<file path="src/rtl/iir_out_decim.sv">
// Output stage for the IIR cascade: drops the first SKIP samples and averages blocks of 2**LOG2_DEC samples.
// Each average is rounded and saturated, then queued in a DEPTH-entry FIFO behind a valid/ready stream.
module iir_out_decim #(
    parameter int IN_W     = 11,
    parameter int OUT_W    = 11,
    parameter int LOG2_DEC = 2,
    parameter int DEPTH    = 8,
    parameter int SKIP     = 4
) (
    input  logic                       clk,
    input  logic                       rst,
    input  logic [IN_W-1:0]            z_in,
    input  logic                       en,
    output logic [OUT_W-1:0]           m_data,
    output logic                       m_valid,
    input  logic                       m_ready,
    output logic [$clog2(DEPTH):0]     fill,
    output logic                       ovf,
    input  logic                       ovf_clr
);

    localparam int ACC_W = IN_W + LOG2_DEC;
    localparam int PH_W  = (LOG2_DEC > 0) ? LOG2_DEC : 1;
    localparam int SK_W  = (SKIP > 1) ? $clog2(SKIP) : 1;
    localparam int AW    = $clog2(DEPTH);
    localparam int FW    = AW + 1;
    localparam int RND   = (2 ** LOG2_DEC) / 2;

    localparam logic signed [ACC_W:0] SAT_HI = (ACC_W+1)'(2 ** (OUT_W - 1) - 1);
    localparam logic signed [ACC_W:0] SAT_LO = (ACC_W+1)'(-(2 ** (OUT_W - 1)));

    typedef enum logic {S_FLUSH, S_ACC} state_t;
    localparam state_t RST_STATE = (SKIP == 0) ? S_ACC : S_FLUSH;

    state_t                    state_q, state_d;
    logic [SK_W-1:0]           skip_q, skip_d;
    logic [PH_W-1:0]           phase_q, phase_d;
    logic signed [ACC_W-1:0]   acc_q, acc_d;
    logic [AW-1:0]             wr_ptr_q, wr_ptr_d;
    logic [AW-1:0]             rd_ptr_q, rd_ptr_d;
    logic [FW-1:0]             fill_q, fill_d;
    logic                      ovf_q, ovf_d;
    logic [OUT_W-1:0]          mem [DEPTH];

    logic signed [ACC_W-1:0]   z_ext, sum;
    logic signed [ACC_W:0]     rnd_sum, avg;
    logic [OUT_W-1:0]          res;
    logic                      push, pop, full, wr_en, drop;

    // Block sum of D samples fits in ACC_W bits; one extra bit absorbs the rounding offset.
    assign z_ext   = ACC_W'($signed(z_in));
    assign sum     = acc_q + z_ext;
    assign rnd_sum = (ACC_W+1)'(sum) + (ACC_W+1)'(RND);
    assign avg     = rnd_sum >>> LOG2_DEC;
    assign res     = (avg > SAT_HI) ? SAT_HI[OUT_W-1:0] :
                     (avg < SAT_LO) ? SAT_LO[OUT_W-1:0] : avg[OUT_W-1:0];

    // NOTE: every combinational output gets a default first so no path leaves it unassigned (no latches).
    always_comb begin
        state_d = state_q;
        skip_d  = skip_q;
        phase_d = phase_q;
        acc_d   = acc_q;
        push    = 1'b0;
        if (en) begin
            case (state_q)
                S_FLUSH: begin
                    if (skip_q == SK_W'(SKIP - 1)) begin
                        state_d = S_ACC;
                        skip_d  = '0;
                    end else begin
                        skip_d = skip_q + 1'b1;
                    end
                end
                S_ACC: begin
                    if (phase_q == PH_W'(2 ** LOG2_DEC - 1)) begin
                        push    = 1'b1;
                        acc_d   = '0;
                        phase_d = '0;
                    end else begin
                        acc_d   = sum;
                        phase_d = phase_q + 1'b1;
                    end
                end
                default: state_d = RST_STATE;
            endcase
        end
    end

    // A full FIFO still accepts a push when the head leaves on the same edge.
    always_comb begin
        pop      = (fill_q != '0) && m_ready;
        full     = (fill_q == FW'(DEPTH));
        wr_en    = push && (!full || pop);
        drop     = push && full && !pop;
        wr_ptr_d = wr_ptr_q + AW'(wr_en);
        rd_ptr_d = rd_ptr_q + AW'(pop);
        fill_d   = fill_q + FW'(wr_en) - FW'(pop);
        ovf_d    = drop ? 1'b1 : (ovf_clr ? 1'b0 : ovf_q);
    end

    // NOTE: sequential state uses non-blocking assignments so every register samples pre-edge values.
    always_ff @(posedge clk) begin
        if (rst) begin
            state_q  <= RST_STATE;
            skip_q   <= '0;
            phase_q  <= '0;
            acc_q    <= '0;
            wr_ptr_q <= '0;
            rd_ptr_q <= '0;
            fill_q   <= '0;
            ovf_q    <= 1'b0;
        end else begin
            state_q  <= state_d;
            skip_q   <= skip_d;
            phase_q  <= phase_d;
            acc_q    <= acc_d;
            wr_ptr_q <= wr_ptr_d;
            rd_ptr_q <= rd_ptr_d;
            fill_q   <= fill_d;
            ovf_q    <= ovf_d;
        end
    end

    // NOTE: the storage array has no reset; it is never read while fill is zero, so contents are don't-care.
    always_ff @(posedge clk) begin
        if (wr_en) begin
            mem[wr_ptr_q] <= res;
        end
    end

    assign m_valid = (fill_q != '0);
    assign m_data  = m_valid ? mem[rd_ptr_q] : '0;
    assign fill    = fill_q;
    assign ovf     = ovf_q;

endmodule

</file>
<file path="config.mk">
export PLATFORM = sky130hd
export DESIGN_NAME = iir_out_decim
export DESIGN_NICKNAME = d
export VERILOG_FILES = /design/src/rtl/iir_out_decim.sv
export SDC_FILE = /design/constraint.sdc
export NUM_CORES = 1
export LEC_CHECK = 0
export BUFFER_PORTS_ARGS = -buffer_cell sky130_fd_sc_hd__buf_4
export CAP_MARGIN = 20
export CORE_MARGIN = 2
export CORE_UTILIZATION = 61
export DETAILED_ROUTE_END_ITERATION = 16
export GPL_ROUTABILITY_DRIVEN = 0
export PLACE_DENSITY = 0.84
export SETUP_SLACK_MARGIN = 0.4
export SLEW_MARGIN = 20
export SYNTH_ARGS = -nofsm -noshare
export SYNTH_HDL_FRONTEND = slang
export SYNTH_SLANG_ARGS = --single-unit
</file>
<file path="constraint.sdc">
create_clock -name clk -period 4.3 [get_ports clk]
set_clock_uncertainty 0.1 [all_clocks]
set_input_delay 0.43 -clock clk [delete_from_list [all_inputs] [get_ports clk]]
set_output_delay 0.43 -clock clk [all_outputs]
set_load 0.02 [all_outputs]
</file>
; Word-level counts from Yosys, hierarchy flattened
; Memory sizes are Yosys's and may differ from the RTL's. A register that Yosys moved wholly into a read port is not among the register bits.
; Cells that the tools add are included.
[classes]
addsub = 8
order_cmp = 2
eq_ne = 3
muxes = 16
bitwise = 1
reduce_logical = 11
[ops]
columns = op, n
row1 = 11-bit two-way mux, 3
row2 = 13-bit by 3-bit adder with 14-bit output (second input constant), 1
row3 = 13-bit by 11-bit adder with 13-bit output, 1
row4 = 13-bit two-way mux, 1
row5 = 12-bit by 11-bit > comparator with 1-bit output (second input constant), 1
row6 = 12-bit by 11-bit less-than comparator with 1-bit output (second input constant), 1
row7 = 1-bit two-way mux, 9
row8 = 3-bit by 1-bit adder with 3-bit output, 2
row9 = 2-bit by 1-bit adder with 2-bit output (second input constant), 2
row10 = 4-bit by 1-bit adder with 4-bit output, 1
row11 = 2-bit equality test (second input constant), 2
row12 = 4-bit equality test (second input constant), 1
row13 = 1-bit logical AND, 4
row14 = 2-bit two-way mux, 2
row15 = 2-bit AND reduction, 2
row16 = 4-bit nonzero test, 1
row17 = 4-bit by 1-bit subtractor with 4-bit output, 1
row18 = 3-bit two-way mux, 1
row19 = 1-bit zero test, 2
row20 = 2-bit nonzero test, 1
row21 = 1-bit logical OR, 1
row22 = 1-bit NOT, 1
[word_totals]
reg_bits = 29
mem_bits_rw = 88
inputBits = 16
output_inout_bits = 17
elab_cells = 50
n_memories = 1
[mem_list]
columns = memory, words, width, rd, rd_ports_with_merged_regs, wr, line
row1 = mem, 8, 11, 1, 1, 1, 43  ; logic [OUT_W-1:0] mem [DEPTH];

; Logic depth before layout (Yosys ltp)
[depth]
word_depth = 7
depth_mapped = 14

; Least setup slack after synthesis
; No wires, ideal clock.
[synth_path]
path_kind = input port to flip-flop
startpoint = in z_in[0]
endpoint = mem mem[0][7] (data pin)
t_arrival_ns = 2.757
required_ns = 3.917
setup_slack_ns = 1.160
stages = 12
cell_sequence = ha_1 -> inv_1 -> fa_1 -> nand2b_1 -> a21o_1 -> a31oi_4 -> a31oi_1 -> xnor2_1 -> and3_1 -> buf_6 -> a21oi_1 -> a221oi_1
[synth_via]
elab_chain_cells = 5
elab_cells_between_ends = 6
classes_between = add/sub: 2 / order compare: 2 / mux: 2
[synth_rtl]
columns = item, line
row1 = from (decl), 12  ; input logic [IN_W-1:0] z_in,
row2 = 13-bit by 11-bit adder with 13-bit output *, 52  ; assign sum = acc_q + z_ext;
row3 = 13-bit by 3-bit adder with 14-bit output *, 53  ; assign rnd_sum = (ACC_W+1)'(sum) + (ACC_W+1)'(RND);
row4 = 12-bit by 11-bit less-than comparator with 1-bit output, 56  ; (avg < SAT_LO) ? SAT_LO[OUT_W-1:0] : avg[OUT_W-1:0];
row5 = 11-bit two-way mux, 56
row6 = 11-bit two-way mux *, 55  ; assign res = (avg > SAT_HI) ? SAT_HI[OUT_W-1:0] :
row7 = via res[7], 47  ; logic [OUT_W-1:0] res;
row8 = to (decl), 43
; Mark *: on every way through the listed nets, which the timed path passes. The rest lies on a longest branch.

; Final worst setup path
[layout_path]
startpoint = reg acc_q[0]
endpoint = mem mem[3][5] (data pin)
[layout_via]
elab_chain_cells = 5
elab_cells_between_ends = 6
classes_between = add/sub: 2 / order compare: 2 / mux: 2
[layout_rtl]
columns = item, line
row1 = from (decl), 38  ; logic signed [ACC_W-1:0] acc_q, acc_d;
row2 = from (signal assigned), 108  ; acc_q <= '0;
row3 = from (signal assigned), 117  ; acc_q <= acc_d;
row4 = 13-bit by 11-bit adder with 13-bit output *, 52
row5 = 13-bit by 3-bit adder with 14-bit output *, 53
row6 = 12-bit by 11-bit less-than comparator with 1-bit output, 56
row7 = 11-bit two-way mux, 56
row8 = 11-bit two-way mux *, 55
row9 = via res[5], 47
; Marked as above.

==> impl_metrics.csv <==
group,metric,value,unit
min_path,hold_path_end,"state_q$_SDFFE_PP0P_",
synthesis,synth_area,0.00549,mm²
worst_setup_path,slowest_stage,"o21ai_0",
cts,post_cts_buffers,0,
worst_setup_path,start_kind,"register",
route,routed_via_density,5.87,
grt,track_usage,24.2,%
finish,regArea,0.00322,mm²
grt,overflow,0,
cts,clk_pin_slew,0.06,ns
floorplanning,num_rows,34,
worst_setup_path,cp.required,4.37,ns
synthesis,synthesis.nets,447,
cts,htreeDepth,4,
worst_setup_path,crit_type,"reg -> reg",
worst_setup_path,critical-path-max-stage-delay,0.73,ns
route,drc_errors,0,
placement,dpl.hpwl,6.92,mm
timing,fin_crit_sh,83.4,%
pwr,ir_drop,372,µV
finish,mostFrequentLayoutCell,"edfxtp_1",
pwr,powerDensity,543,mW/mm²
synthesis,synth_top_cell_by_area,"edfxtp_1",
timing,finalSetupViolations,0,
cts,ctsResizeCount,0,
floorplanning,initial_core_util,63.0,%
finish,multi_input_area,0.00214,mm²
finish,layout_common_cells,"88 x edfxtp_1, 54 x nor2_1, 42 x buf_4",
pwr,total_power,3520,µW
grt,grt_first_pass_wirelength,17.7,mm
synthesis,syn_area_per_cell,13.6,µm²
finish,diodes,0,
run_status,status,"finished, final reports clean",
route,vias,3362,
cts,root_buffer,"clkbuf_8",
route,drt_iter0_markers,231,
route,routed_wl,10.9,mm
worst_setup_path,path_buf_inv,1,
timing,clock.fmax,0.279,GHz
synthesis,ys_seq_area_share,58.7,%
timing,tightest_slew,0.899,ns
timing,period_needed,3.59,ns
worst_setup_path,r2r_end,"mem[3][5]$_DFFE_PP_",
worst_setup_path,regToRegStartpoint,"acc_q[0]$_SDFFE_PP0P_",
grt,grt_pass1_vias,3536,
run,drv_cap,0,
min_path,hp-class,"in -> reg",
synthesis,synth_flop_cell,"edfxtp_1",
floorplanning,die_x,98.9,µm
cts,clk_latency,0.51,ns
placement,port_buffers,32,
placement,pre_cts_ws,0.651,ns
finish,n_fill_cell,536,
route,post_drt_wl_per_cell,19.0,µm
worst_setup_path,cp_data_arrival_time,3.66,ns
synthesis,synth-edff-count,88,
cts,numCtsBuffers,17,
worst_setup_path,cp-end-kind,"register",
timing,slew_headroom,39.4,%
cts,cts_tree,"yes",
finish,fin_nets,495,
grt,antenna_found_initial,0,
min_path,hp-start,"en",
synthesis,synthArstFlopShare,0,%
floorplanning,die_y,98.9,µm
worst_setup_path,reg2reg_depth,10,
placement,place_area,0.00587,mm²
cts,clock_path_buffers,2,
cts,cts.sinks,117,
floorplanning,dieArea,0.00978,mm²
worst_setup_path,cp_top_family,"simple AND/OR/NAND/NOR gates",
floorplanning,boundaryPins,33,
floorplanning,core-area,0.00872,mm²
cts,cts_hold_buf,0,
timing,rsz0062_at_grt,"no",
finish,postLayoutCellArea,0.00649,mm²
synthesis,ys_ff_latch,117,
grt,grt_max_degree,30,
timing,slew_viol_final,0,
worst_setup_path,rrSetupSlack,0.71,ns
synthesis,synth_cell_types,48,
min_path,whs_path_depth,3,
synthesis,yosysWarnings,0,
finish,syn2layout_area_growth,18.3,%
synthesis,synth_top_area_share,48.1,%
route,ant_nets,0,
synthesis,syn-instance-count,404,
timing,final-hold-violation-count,0,
worst_setup_path,path_cells,"ha_1 -> inv_1 -> fa_1 -> nand2b_1 -> a21oi_1 -> xor2_1 -> nand3_1 -> nor3_2 -> nor4b_4 -> o21ai_0",
finish,final_layout_size_suffix_gt1_share,23.2,%
worst_setup_path,crit_fanout,8,
finish,fin_util,74.4,%
timing,fin_ws,0.714,ns
pwr,p_leak,0.00236,µW
route,first_pass_iters,5,
timing,setup-tns-final,0,ns
synthesis,synthTopCellsByArea,"edfxtp_1 48%, dfxtp_1 11%, mux4_2 9.0%",
==> cells by family after synthesis <==
group / Yosys count / synth area share (%)
fa+ha+maj: 27 / 6.43
compound gates: 58 / 7.09
mux: 36 / 11.6
xor+xnor: 24 / 4.24
buf+inv: 29 / 2.30
simple gates: 113 / 9.66
flops: 117 / 58.7
==> stage by stage <==
step                      cells  hold WS [ns]
after floorplan             404         0.340
after global placement      541         0.346
after detailed placement    541         0.367
after CTS                   573        0.0674
after global routing        573        0.0848
final                       573        0.0755
==> report_power, final <==
part,total [µW],internal [µW],switching (µW)
clock network,1460,944,516
logic,775,369,406
registers,1290,1250,40.8
==> state kept, by name, summed over array words and instances, names as in the netlist <==
signal / count
wr_ptr_q: 3
skip_q: 2
state_q: 1
mem: 88
phase_q: 2
ovf: 1
acc_q: 13
fill: 4
rd_ptr_q: 3
==> synth_stat cells, types with 2 or more instances <==
master,n
edfxtp_1,88
nor2_1,54
dfxtp_1,29
ha_1,25
mux4_2,22
nand2_1,19
a21oi_1,17
inv_1,16
mux2i_1,14
xnor2_1,13
a22oi_1,10
nand3_1,8
nor3_1,8
xor2_1,8
a31oi_1,7
clkbuf_1,7
nor2b_1,7
o21ai_0,7
a21o_1,4
nand2b_1,4
or2_2,3
and2_1,2
buf_1,2
buf_2,2
buf_6,2
fa_1,2
o21ai_1,2
xnor2_2,2
==> layer usage <==
metal  wire length, µm  vias to the layer above  track usage, %
met1              4390                     1641            29.1
li1                  -                     1607               -
met2              5790                       97            42.9
met5                 0                        -               0
met3               485                       17            5.32
met4               215                        0            9.17
==> worst max path at each step <==
| stage | cells after the start | endpoint | start |
|---|---|---|---|
| 3_5_place_dp | 12 | mem[7][7]$_DFFE_PP_ | z_in[0] |
| 3_3_place_gp | 11 | mem[7][7]$_DFFE_PP_ | z_in[0] |
| 2_1_floorplan | 12 | mem[0][7]$_DFFE_PP_ | z_in[0] |
| 6_report | 10 | mem[3][5]$_DFFE_PP_ | acc_q[0]$_SDFFE_PP0P_ |
| 5_1_grt | 10 | mem[3][5]$_DFFE_PP_ | acc_q[0]$_SDFFE_PP0P_ |
| 4_1_cts | 10 | mem[3][5]$_DFFE_PP_ | acc_q[0]$_SDFFE_PP0P_ |
==> area by class of cell <==
| type | instances | share of cell area [%] |
|---|---|---|
| clock buffers | 17 | 6.38 |
| clock inverters | 15 | 3.12 |
| inverters | 16 | 0.925 |
| multi-input cells | 258 | 33.0 |
| flip-flops and latches | 117 | 49.7 |
| well taps | 108 | 2.08 |
| repair buffers | 42 | 4.86 |
==> worst register-to-register path: cells and delay by family (launching register included) <==
family,cells,cell delay (ns)
adder cells (fa/ha/maj),2,0.57
AO/OA/AOI/OAI,2,0.90
buffers and inverters,1,0.06
XOR/XNOR,1,0.33
flip-flops,1,0.33
AND/OR/NAND/NOR,4,0.94
Note: power is estimated with default switching activity, not from simulation.
